## src/rtl/ball_pkg.sv

```systemverilog
// Shared types and default widths for the ball motion engine.
//   round_e : round FSM encoding driven on round_state
//   zone_e  : paddle zone classification returned by paddle_zone
//   XW/YW/SW: port widths for the default screen geometry
package ball_pkg;

    localparam int unsigned DEF_X_MAX     = 640;
    localparam int unsigned DEF_Y_MAX     = 480;
    localparam int unsigned DEF_MAX_SPEED = 15;

    localparam int unsigned XW = $clog2(DEF_X_MAX) + 1;
    localparam int unsigned YW = $clog2(DEF_Y_MAX) + 1;
    localparam int unsigned SW = $clog2(DEF_MAX_SPEED) + 1;

    typedef enum logic [1:0] {
        RS_SERVE  = 2'd0,
        RS_PLAY   = 2'd1,
        RS_SCORED = 2'd2
    } round_e;

    typedef enum logic [1:0] {
        ZONE_TOP    = 2'd0,
        ZONE_CENTRE = 2'd1,
        ZONE_BOTTOM = 2'd2
    } zone_e;

endpackage

```

## src/rtl/ball_motion_engine_paddle_zone.sv

```systemverilog
// Combinational paddle hit test and deflection zone classification.
//   ball_y   : ball top y (pre-move)
//   paddle_y : paddle top y
//   hit_c    : ball vertically overlaps the paddle
//   zone_c   : which third of the paddle the ball centre falls in
module paddle_zone
    import ball_pkg::*;
#(
    parameter int unsigned YN       = 10,
    parameter int unsigned BOX      = 4,
    parameter int unsigned PADDLE_H = 15
) (
    input  logic [YN-1:0] ball_y,
    input  logic [YN-1:0] paddle_y,
    output logic          hit_c,
    output zone_e         zone_c
);

    // Two spare bits: one for the sum, one for the sign of d.
    localparam int unsigned DW = YN + 2;

    logic [DW-1:0]        by_e;
    logic [DW-1:0]        py_e;
    logic signed [DW-1:0] d;

    always_comb begin
        by_e  = DW'(ball_y);
        py_e  = DW'(paddle_y);
        hit_c = ((by_e + DW'(BOX)) > py_e) && (by_e < (py_e + DW'(PADDLE_H)));
        // Ball centre relative to paddle top; negative when the centre is above it.
        d     = $signed(by_e + DW'(BOX / 2) - py_e);
        if (d < $signed(DW'(PADDLE_H / 3))) begin
            zone_c = ZONE_TOP;
        end else if (d >= $signed(DW'((2 * PADDLE_H) / 3))) begin
            zone_c = ZONE_BOTTOM;
        end else begin
            zone_c = ZONE_CENTRE;
        end
    end

endmodule

```

## src/rtl/ball_motion_engine.sv

```systemverilog
// Ball direction control, position physics and round FSM (serve/play/scored).
//   clk, resetn           : clock, async active-low reset
//   enable                : 0 freezes all state
//   frame_tick, new_round : frame strobe, round restart pulse
//   left/right_paddle_y   : paddle top y positions
//   ball_x/y, old_x/y     : current and previous ball top-left
//   x_dir/y_dir, x/y_speed: motion state (1 = right/down)
//   round_state           : 0 SERVE, 1 PLAY, 2 SCORED
//   moved, lhs/rhs_scored, paddle_hit, wall_hit : one-cycle event pulses
module ball_motion_engine
    import ball_pkg::*;
#(
    parameter int unsigned X_MAX         = 640,
    parameter int unsigned Y_MIN         = 20,
    parameter int unsigned Y_MAX         = 480,
    parameter int unsigned BOX           = 4,
    parameter int unsigned PADDLE_X      = 4,
    parameter int unsigned PADDLE_OFFSET = 2,
    parameter int unsigned PADDLE_H      = 15,
    parameter int unsigned BASE_SPEED    = 1,
    parameter int unsigned MAX_SPEED     = 15,
    parameter int unsigned ACCEL_FRAMES  = 30,
    parameter int unsigned SERVE_FRAMES  = 30
) (
    input  logic                       clk,
    input  logic                       resetn,
    input  logic                       enable,
    input  logic                       frame_tick,
    input  logic                       new_round,
    input  logic [$clog2(Y_MAX):0]     left_paddle_y,
    input  logic [$clog2(Y_MAX):0]     right_paddle_y,
    output logic [$clog2(X_MAX):0]     ball_x,
    output logic [$clog2(Y_MAX):0]     ball_y,
    output logic [$clog2(X_MAX):0]     old_x,
    output logic [$clog2(Y_MAX):0]     old_y,
    output logic                       x_dir,
    output logic                       y_dir,
    output logic [$clog2(MAX_SPEED):0] x_speed,
    output logic [$clog2(MAX_SPEED):0] y_speed,
    output logic [1:0]                 round_state,
    output logic                       moved,
    output logic                       lhs_scored,
    output logic                       rhs_scored,
    output logic                       paddle_hit,
    output logic                       wall_hit
);

    localparam int unsigned XN     = $clog2(X_MAX) + 1;
    localparam int unsigned YN     = $clog2(Y_MAX) + 1;
    localparam int unsigned SN     = $clog2(MAX_SPEED) + 1;
    localparam int unsigned XE     = XN + 1;
    localparam int unsigned YE     = YN + 1;
    localparam int unsigned SCW    = $clog2(SERVE_FRAMES + 1);
    localparam int unsigned ACW    = $clog2(ACCEL_FRAMES + 1);
    localparam int unsigned X_LLIM = PADDLE_X + PADDLE_OFFSET;
    localparam int unsigned X_RLIM = X_MAX - PADDLE_OFFSET - PADDLE_X - BOX;
    localparam int unsigned Y_BOT  = Y_MAX - BOX;
    localparam int unsigned X_CTR  = X_MAX / 2;
    localparam int unsigned Y_CTR  = Y_MAX / 2;

    logic [XN-1:0]  ball_x_q, ball_x_d, old_x_q, old_x_d;
    logic [YN-1:0]  ball_y_q, ball_y_d, old_y_q, old_y_d;
    logic           x_dir_q, x_dir_d, y_dir_q, y_dir_d;
    logic [SN-1:0]  x_speed_q, x_speed_d, y_speed_q, y_speed_d;
    round_e         state_q, state_d;
    logic [SCW-1:0] serve_cnt_q, serve_cnt_d;
    logic [ACW-1:0] accel_cnt_q, accel_cnt_d;
    logic           moved_q, moved_d;
    logic           lhs_scored_q, lhs_scored_d;
    logic           rhs_scored_q, rhs_scored_d;
    logic           paddle_hit_q, paddle_hit_d;
    logic           wall_hit_q, wall_hit_d;

    logic [XE-1:0]  x_ext, x_spd, x_fwd;
    logic [XN-1:0]  x_back;
    logic [YE-1:0]  y_ext, y_spd, y_fwd;
    logic [YN-1:0]  y_back;
    logic           at_edge;
    logic           hit_l, hit_r, side_hit;
    zone_e          zone_l, zone_r, side_zone;

    paddle_zone #(.YN(YN), .BOX(BOX), .PADDLE_H(PADDLE_H)) u_zone_l (
        .ball_y   (ball_y_q),
        .paddle_y (left_paddle_y),
        .hit_c    (hit_l),
        .zone_c   (zone_l)
    );

    paddle_zone #(.YN(YN), .BOX(BOX), .PADDLE_H(PADDLE_H)) u_zone_r (
        .ball_y   (ball_y_q),
        .paddle_y (right_paddle_y),
        .hit_c    (hit_r),
        .zone_c   (zone_r)
    );

    // Next-state: round FSM, motion, collisions and acceleration.
    always_comb begin
        ball_x_d     = ball_x_q;
        ball_y_d     = ball_y_q;
        old_x_d      = old_x_q;
        old_y_d      = old_y_q;
        x_dir_d      = x_dir_q;
        y_dir_d      = y_dir_q;
        x_speed_d    = x_speed_q;
        y_speed_d    = y_speed_q;
        state_d      = state_q;
        serve_cnt_d  = serve_cnt_q;
        accel_cnt_d  = accel_cnt_q;
        moved_d      = 1'b0;
        lhs_scored_d = 1'b0;
        rhs_scored_d = 1'b0;
        paddle_hit_d = 1'b0;
        wall_hit_d   = 1'b0;

        // Edge tests run one bit wider so a step past a limit never wraps.
        x_ext  = {1'b0, ball_x_q};
        x_spd  = XE'(x_speed_q);
        x_fwd  = x_ext + x_spd;
        x_back = ball_x_q - XN'(x_speed_q);
        y_ext  = {1'b0, ball_y_q};
        y_spd  = YE'(y_speed_q);
        y_fwd  = y_ext + y_spd;
        y_back = ball_y_q - YN'(y_speed_q);

        at_edge   = x_dir_q ? (x_fwd > XE'(X_RLIM)) : (x_ext < (XE'(X_LLIM) + x_spd));
        side_hit  = x_dir_q ? hit_r : hit_l;
        side_zone = x_dir_q ? zone_r : zone_l;

        if (enable) begin
            if (new_round) begin
                // Centre jump is a position update so the renderer can erase old.
                old_x_d     = ball_x_q;
                old_y_d     = ball_y_q;
                ball_x_d    = XN'(X_CTR);
                ball_y_d    = YN'(Y_CTR);
                x_speed_d   = SN'(BASE_SPEED);
                y_speed_d   = SN'(BASE_SPEED);
                serve_cnt_d = '0;
                accel_cnt_d = '0;
                state_d     = RS_SERVE;
                moved_d     = 1'b1;
            end else if (frame_tick) begin
                case (state_q)
                    RS_SERVE: begin
                        if (serve_cnt_q == SCW'(SERVE_FRAMES - 1)) begin
                            serve_cnt_d = '0;
                            state_d     = RS_PLAY;
                        end else begin
                            serve_cnt_d = serve_cnt_q + SCW'(1);
                        end
                    end
                    RS_PLAY: begin
                        old_x_d = ball_x_q;
                        old_y_d = ball_y_q;
                        moved_d = 1'b1;

                        if (y_dir_q) begin
                            if (y_fwd > YE'(Y_BOT)) begin
                                ball_y_d   = YN'(Y_BOT);
                                y_dir_d    = 1'b0;
                                wall_hit_d = 1'b1;
                            end else begin
                                ball_y_d = YN'(y_fwd);
                            end
                        end else begin
                            if (y_ext < (YE'(Y_MIN) + y_spd)) begin
                                ball_y_d   = YN'(Y_MIN);
                                y_dir_d    = 1'b1;
                                wall_hit_d = 1'b1;
                            end else begin
                                ball_y_d = y_back;
                            end
                        end

                        if (!at_edge) begin
                            ball_x_d = x_dir_q ? XN'(x_fwd) : x_back;
                        end else begin
                            ball_x_d = x_dir_q ? XN'(X_RLIM) : XN'(X_LLIM);
                            if (side_hit) begin
                                // Zone deflection overrides any wall result this tick.
                                x_dir_d      = ~x_dir_q;
                                paddle_hit_d = 1'b1;
                                case (side_zone)
                                    ZONE_TOP: begin
                                        y_dir_d   = 1'b0;
                                        y_speed_d = x_speed_q;
                                    end
                                    ZONE_BOTTOM: begin
                                        y_dir_d   = 1'b1;
                                        y_speed_d = x_speed_q;
                                    end
                                    default: begin
                                        y_speed_d = SN'(BASE_SPEED);
                                    end
                                endcase
                            end else begin
                                // Direction already points at the missed side; keep it for the serve.
                                state_d = RS_SCORED;
                                x_dir_d = x_dir_q;
                                if (x_dir_q) begin
                                    lhs_scored_d = 1'b1;
                                end else begin
                                    rhs_scored_d = 1'b1;
                                end
                            end
                        end

                        if (accel_cnt_q == ACW'(ACCEL_FRAMES - 1)) begin
                            accel_cnt_d = '0;
                            if (x_speed_q < SN'(MAX_SPEED)) begin
                                x_speed_d = x_speed_q + SN'(1);
                            end
                        end else begin
                            accel_cnt_d = accel_cnt_q + ACW'(1);
                        end
                    end
                    default: begin
                    end
                endcase
            end
        end
    end

    // State and registered outputs.
    always_ff @(posedge clk or negedge resetn) begin
        if (!resetn) begin
            ball_x_q     <= XN'(X_CTR);
            ball_y_q     <= YN'(Y_CTR);
            old_x_q      <= XN'(X_CTR);
            old_y_q      <= YN'(Y_CTR);
            x_dir_q      <= 1'b1;
            y_dir_q      <= 1'b1;
            x_speed_q    <= SN'(BASE_SPEED);
            y_speed_q    <= SN'(BASE_SPEED);
            state_q      <= RS_SERVE;
            serve_cnt_q  <= '0;
            accel_cnt_q  <= '0;
            moved_q      <= 1'b0;
            lhs_scored_q <= 1'b0;
            rhs_scored_q <= 1'b0;
            paddle_hit_q <= 1'b0;
            wall_hit_q   <= 1'b0;
        end else begin
            ball_x_q     <= ball_x_d;
            ball_y_q     <= ball_y_d;
            old_x_q      <= old_x_d;
            old_y_q      <= old_y_d;
            x_dir_q      <= x_dir_d;
            y_dir_q      <= y_dir_d;
            x_speed_q    <= x_speed_d;
            y_speed_q    <= y_speed_d;
            state_q      <= state_d;
            serve_cnt_q  <= serve_cnt_d;
            accel_cnt_q  <= accel_cnt_d;
            moved_q      <= moved_d;
            lhs_scored_q <= lhs_scored_d;
            rhs_scored_q <= rhs_scored_d;
            paddle_hit_q <= paddle_hit_d;
            wall_hit_q   <= wall_hit_d;
        end
    end

    assign ball_x      = ball_x_q;
    assign ball_y      = ball_y_q;
    assign old_x       = old_x_q;
    assign old_y       = old_y_q;
    assign x_dir       = x_dir_q;
    assign y_dir       = y_dir_q;
    assign x_speed     = x_speed_q;
    assign y_speed     = y_speed_q;
    assign round_state = state_q;
    assign moved       = moved_q;
    assign lhs_scored  = lhs_scored_q;
    assign rhs_scored  = rhs_scored_q;
    assign paddle_hit  = paddle_hit_q;
    assign wall_hit    = wall_hit_q;

endmodule
```

## config.mk

```make
export PLATFORM = sky130hd
export DESIGN_NAME = ball_motion_engine
export DESIGN_NICKNAME = d
export VERILOG_FILES = /design/src/rtl/ball_pkg.sv /design/src/rtl/ball_motion_engine_paddle_zone.sv /design/src/rtl/ball_motion_engine.sv
export SDC_FILE = /design/constraint.sdc
export NUM_CORES = 1
export LEC_CHECK = 0
export ABC_AREA = 1
export ABC_CLOCK_PERIOD_IN_PS = 2700
export BUFFER_PORTS_ARGS = -buffer_cell sky130_fd_sc_hd__buf_2
export CELL_PAD_IN_SITES_DETAIL_PLACEMENT = 0
export CELL_PAD_IN_SITES_GLOBAL_PLACEMENT = 1
export CORE_MARGIN = 5
export CORE_UTILIZATION = 30
export DETAILED_ROUTE_END_ITERATION = 10
export PLACE_DENSITY = 0.64
export SLEW_MARGIN = 20
export SYNTH_ARGS = -nofsm -noshare
export SYNTH_HDL_FRONTEND = slang
export SYNTH_SLANG_ARGS = --single-unit
```

## constraint.sdc

```tcl
create_clock -name clk -period 2.7 [get_ports clk]
set_input_delay 0.135 -clock clk [delete_from_list [all_inputs] [get_ports clk]]
set_output_delay 0.135 -clock clk [all_outputs]
set_load 0.05 [all_outputs]
```

======== Word level (Yosys, flattened, before mapping) ========
Index checks and enable logic that the tools add are counted.
cells by class
  order comparisons ....................... 13
  multiplexer cells ....................... 86
  reductions and logical operators ........ 20
  eq/ne operators ......................... 7
  divide/modulo/power cells ............... 0
  add/subtract/negate cells ............... 15
  multiply operators ...................... 0
  shift-type cells ........................ 0
  bitwise logic cells ..................... 2
operators with widths
  kind                                                              count
  2-to-1 mux 10 bit                                                 10
  2-to-1 mux 5 bit                                                  19
  2-to-1 mux 11 bit                                                 8
  2-to-1 mux 1 bit                                                  37
  >= comparator 12 x 5 -> 1 bit (second input constant)             2
  greater-than comparator 12 x 10 -> 1 bit                          2
  < comparator 10 x 12 -> 1 bit                                     2
  < comparator 12 x 4 -> 1 bit (second input constant)              2
  subtractor 12 x 10 -> 12 bit                                      2
  adder 10 x 4 -> 11 bit (second input constant)                    2
  2-to-1 mux 2 bit                                                  10
  adder 5 x 1 -> 5 bit (second input constant)                      3
  nonzero test 2 bit                                                7
  adder 11 x 5 -> 12 bit                                            1
  greater-than comparator 12 x 10 -> 1 bit (second input constant)  1
  AND reduction 6 bit                                               2
  adder 10 x 2 -> 11 bit (second input constant)                    1
  adder 10 x 3 -> 11 bit (second input constant)                    1
  adder 10 x 5 -> 11 bit                                            1
  greater-than comparator 11 x 9 -> 1 bit (second input constant)   1
  < comparator 11 x 6 -> 1 bit                                      1
  subtractor 11 x 5 -> 11 bit                                       1
  == test 5 bit (second input constant)                             2
  < comparator 10 x 6 -> 1 bit                                      1
  17 further kinds                                                  24
word-level totals
  bits in writable memories ............... 0
  ROM bits ................................ 0
  bits of input ports ..................... 25
  memories ................................ 0
  flip-flop bits (word level) ............. 71
  bits in latches ......................... 0
  output and inout bits ................... 61
  word-level logic and storage cells ...... 159

======== Logic depth before layout (Yosys ltp) ========
  word-level depth ........................ 14
  mapped depth ............................ 27
  depth with buffers taken out ............ 27

======== Modules after synthesis ========
A second synthesis with hierarchy kept.
unflattened totals
  cell total of the unflattened synthesis .. 1134
  area, all modules ....................... 7858.8 um^2
modules (own cells, without submodules)
  module                  cells each  times used  seq. area each (um^2)  area each (um^2)
  ball_motion_engine      629         1           1796.7                 4833.4
  paddle_zone (u_zone_l)  252         1           0.0                    1521.5
  paddle_zone (u_zone_r)  253         1           0.0                    1503.9

======== Worst setup path after synthesis ========
OpenSTA, ideal clock, no wires.
  kind .................................... flip-flop to flip-flop
  from .................................... register ball_y_q[1], in the netlist ball_y[1]
  to ...................................... register y_speed_q[1], in the netlist y_speed[1]
  setup slack ............................. -0.568 ns
  path buffers ............................ 0
  cell stages (with the launch flop) ...... 23
  period minus slack after synthesis ...... 3.268 ns
  data arrival time ....................... 3.148 ns
  data required time ...................... 2.580 ns
  setup time .............................. 0.120 ns
  path through ............................ dfrtp_1 > ha_1 > nand3_1 > nor2_1 > inv_1 > o21ai_0 > inv_1 > ha_1 > nand2_1 > inv_1 > a21oi_1 > nand3_1 > nand2_1 > and2_1 > nand2_1 > nor2_1 > nand4_1 > nand2_1 > nand2_1 > nand2_2 > nor2_1 > nand2_1 > nand2_1
on the way
  longest elaborated chain between the ends .. 14
  elaborated cells between the ends (all ways) .. 31
  classes of those cells .................. 4 x add/sub; 8 x order compare; 1 x eq/ne; 12 x mux; 6 x reduce/logical
RTL lines
  item                                                line                                  source
  from (decl)                                         ball_motion_engine.sv:62              logic [YN-1:0] ball_y_q, ball_y_d, old_y_q, old_y_d;
  from (signal assigned)                              ball_motion_engine.sv:228             ball_y_q <= YN'(Y_CTR);
  from (signal assigned)                              ball_motion_engine.sv:245             ball_y_q <= ball_y_d;
  adder 10 x 2 -> 11 bit                              ball_motion_engine_paddle_zone.sv:31  d = $signed(by_e + DW'(BOX / 2) - py_e);
  subtractor 12 x 10 -> 12 bit                        ball_motion_engine_paddle_zone.sv:31
  >= comparator 12 x 5 -> 1 bit                       ball_motion_engine_paddle_zone.sv:34  end else if (d >= $signed(DW'((2 * PADDLE_H) / 3))) begin
  2-to-1 mux 2 bit                                    ball_motion_engine_paddle_zone.sv:34
  2-to-1 mux 2 bit                                    ball_motion_engine_paddle_zone.sv:32  if (d < $signed(DW'(PADDLE_H / 3))) begin
  2-to-1 mux 2 bit                                    ball_motion_engine.sv:127             side_zone = x_dir_q ? zone_r : zone_l;
  == test 2 bit or logical NOT 2 bit (tied branches)  ball_motion_engine.sv:183             case (side_zone)
  OR reduction 2 bit (no line)                        n/a
  2-to-1 mux 5 bit                                    ball_motion_engine.sv:183
  2-to-1 mux 5 bit                                    ball_motion_engine.sv:179             if (side_hit) begin
  2-to-1 mux 5 bit                                    ball_motion_engine.sv:175             if (!at_edge) begin
  2-to-1 mux 5 bit                                    ball_motion_engine.sv:143             case (state_q)
  2-to-1 mux 5 bit                                    ball_motion_engine.sv:142             end else if (frame_tick) begin
  2-to-1 mux 5 bit                                    ball_motion_engine.sv:130             if (new_round) begin
  to (signal assigned)                                ball_motion_engine.sv:234             y_speed_q <= SN'(BASE_SPEED);
  to (signal assigned)                                ball_motion_engine.sv:251             y_speed_q <= y_speed_d;
  to (decl)                                           ball_motion_engine.sv:64              logic [SN-1:0] x_speed_q, x_speed_d, y_speed_q, y_speed_d;
Parallel ways exist; a longest one is shown, timed or not. The select of a mux whose other input is x is not followed.
A chain may end at the register's enable or synchronous reset.

======== Worst setup path in the final report ========
  from .................................... register ball_y_q[4], in the netlist ball_y[4]
  to ...................................... register y_speed_q[1], in the netlist y_speed[1]
The elaborated chain is that of the path after synthesis.

==> run metrics <==
Synthesis Warnings=0; FP Rows=58; clk root buf=clkbuf_16; Place WS=-0.430 ns; critical path class=flop to flop; ANT nets after route=0; EDFF count, synth=0; GPL Wtd Cong=slightly below 0.9; Synth area leaders=dfrtp_1 (18%), ha_1 (16%), nand2_1 (14%); DR WL/cell=15.6 um; layout cells sized above 1=between 30% and 40%; Pre-antenna DRT Iters=5; crit-path cells=nand3_4, nor2_4, buf_4, a21oi_4, ha_4, nand2_2, nor2_2, nand3_1, nand4_1, and2_1, nand2_1, nor2_1, nand4_1, nand2_2, nand2_4, nand2_4, nor2_1, nand2_1, nand2_1; Cell Pwr Density=between 1000 and 1500 mW/mm^2; top cells by count, synth=nand2_1 (275), inv_1 (151), ha_1 (95); Setup crit start kind=flop; fin nets=1,447; Slew Limit Fails=0; post-layout util=about two fifths; Synth Cell Area=0.00764 sq mm; CTS tree=yes; Die H=170 um; worst hold path class=primary input to flop; Final Setup Violations=10; largest net degree at the start of global routing=51; DP HPWL=20,900 um; async set or reset register ratio after synthesis=100%; Pint=5.37 mW; Synth top area share=18.0%; area delta synth->final=34.8%; Final Critical Period=2.93 ns; global-route wire length before repair=41,000 um; clock group share of total power=a little under an eighth; Setup Total Neg Slack=-1.60 ns; Syn Nets=1,233; routed via count=~7,800; total gr overflow=0; Rel. slew slack=54.1%; max-cap viol count=0; most frequent cell after synthesis=nand2_1; final wirelength=25,700 um; Yosys reg bits=71; Seq/Total Area, Yosys=about a quarter; 1st-iter DRT viols=429; fin worst setup slack=-0.231 ns; crit end category=flop; critical path arrival=around 3.2 ns; maximum vdd drop=0.558 mV; initial antenna violation count=0; Worst Tran Pin Value=between 0.6 and 0.7 ns; register share of total power=between 15 and 20%; Skew-Pair Late Insertion Delay=~0.33 ns; outcome=complete, but fails checks; Comb pwr share=71.8%; DR vias/cell=4.71; I/O pins=86; Worst path max stage delay=0.67 ns; cell taking the most area after synthesis=dfrtp_1; clk_skew=0.00540 ns; Port Buf Inserts=85; ys flop type=dfrtp_1; drt drc=0; failing checks=setup timing; H-tree lvl count=3; Die Span X=170 um; CORE AREA=0.0251 sq mm; slowest CP cell=dfstp_4; diode count=0; number of CTS-inserted buffers=9; Synth Instances=between 1,000 and 1,500; clk sinks=71; most used cell, CP=nand2_1; Fin. Hold Viols=0; Mean Syn Cell Area=6.91 sq um; switch share=52.9%; vias in the first global route=about 7,700; maximum clock rate=between 0.3 and 0.4 GHz; Clock Tree Buf Depth=2; final worst path period share=109%; Sw Pwr=about 6.0 mW; Leak Pwr=5.31 nW; CP Max Fanout=8; Yosys cell types=50; Die Area=approximately 0.029 sq mm; Initial Util=30.4%; unrepaired setup endpoints after global routing=true; CP Data Required Time=2.92 ns; Global Route Usage Sum=17.8%; Worst-path clk slew=0.06 ns
kinds of logic (layout without fill, tap and decap cells):
kind of cell             count (synthesis)  in the layout  synth area share, %
flip-flops                              71             71                 23.5
AO/OA/AOI/OAI                          185            185                 13.8
adder cells (fa/ha/maj)                103            103                 17.7
buffers and inverters                  187            406                 9.67
XOR/XNOR                                49             49                 5.62
multiplexers                             1              1                0.131
AND/OR/NAND/NOR                        509            509                 29.6
layout make-up:
cell class / count / area (sq um)
Clock buffer: 9 / 225
Clock inverter: 7 / 95.1
Fill cell: 2716 / 14800
Inverter: 168 / 639
Multi-Input combinational cell: 847 / 5610
Sequential cell: 71 / 1810
Tap cell: 330 / 413
Timing Repair Buffer: 222 / 1490
power by group through the flow:
stage | combinational, mW | sequential, mW | clock [mW]
after floorplan | 3.79 | 3.07 | 0
after global placement | 7.58 | 1.91 | 0
after detailed placement | 7.60 | 1.92 | 0
after CTS | 7.87 | 1.91 | 1.34
after global routing | 9.10 | 1.98 | 1.39
final | 8.20 | 1.92 | 1.30
registers in the layout, summed over array words and instances, names as in the netlist, 2 cells and up:
register     flops
accel_cnt_q      5
ball_x          11
ball_y          10
old_x           11
old_y           10
round_state      2
serve_cnt_q      5
x_speed          5
y_speed          5
critical path: cells and delay by family, from the launching register on:
kind                     cells  cell delay (ns)
AND/OR/NAND/NOR             16             1.59
AO/OA/AOI/OAI                1             0.07
buffers and inverters        1             0.17
adder cells (fa/ha/maj)      1             0.30
flip-flops                   1             0.67
placed cells by master (no fill, tap or decap), drive strengths merged, types with 16 or more instances in the layout:
cell / count
buf: 221
inv: 160
xor2: 41
nand4: 16
a21oi: 78
dfstp: 16
dfrtp: 55
nor2: 95
o21ai: 69
ha: 95
nand3: 81
nand2: 292
through the flow:
| stage | cell area (sq um) | power (mW) | hold WS (ns) | instances |
|---|---|---|---|---|
| 6_report | 10300 | 11.4 | 0.173 | 1654 |
| 4_1_cts | 9980 | 11.1 | 0.160 | 1642 |
| 3_5_place_dp | 9400 | 9.51 | 0.228 | 1624 |
| 5_1_grt | 10300 | 12.5 | 0.191 | 1654 |
| 3_3_place_gp | 9400 | 9.49 | 0.227 | 1624 |
| 2_1_floorplan | 7730 | 6.85 | -0.161 | 1105 |
worst paths after layout:
check / start / to / slack (ns) / depth (start not counted)
min reg2reg: old_x[4]$_DFFE_PN0P_ / old_x[4]$_DFFE_PN0P_ / 0.48 / 2
min: enable / x_speed[3]$_DFFE_PN0P_ / 0.17 / 4
max in group asynchronous: resetn / old_y[4]$_DFFE_PN1P_ / 1.70 / 3
max reg2reg: ball_y[4]$_DFFE_PN1P_ / y_speed[1]$_DFFE_PN0P_ / -0.23 / 19
max: ball_y[4]$_DFFE_PN1P_ / y_speed[1]$_DFFE_PN0P_ / -0.23 / 19
min in group asynchronous: resetn / ball_x[3]$_DFFE_PN0P_ / 0.37 / 2
layer usage:
| layer | up-vias | wire length, um | GRT usage (%) |
|---|---|---|---|
| met5 | - | 0 | 0 |
| met4 | 0 | 489 | 4.41 |
| met3 | 24 | 649 | 1.91 |
| met2 | 120 | 12300 | 30.4 |
| met1 | 3603 | 12300 | 24.3 |
| li1 | 4036 | - | - |
timing repair:
action,CTS,global route
gates cloned,0,0
setup buffers,3,12
pin swaps,17,22
hold buffers,1,0
hold endpoints to repair,36,0
resized for setup,47,63
setup endpoints to repair,12,31
(Power assumes the default switching activity.)
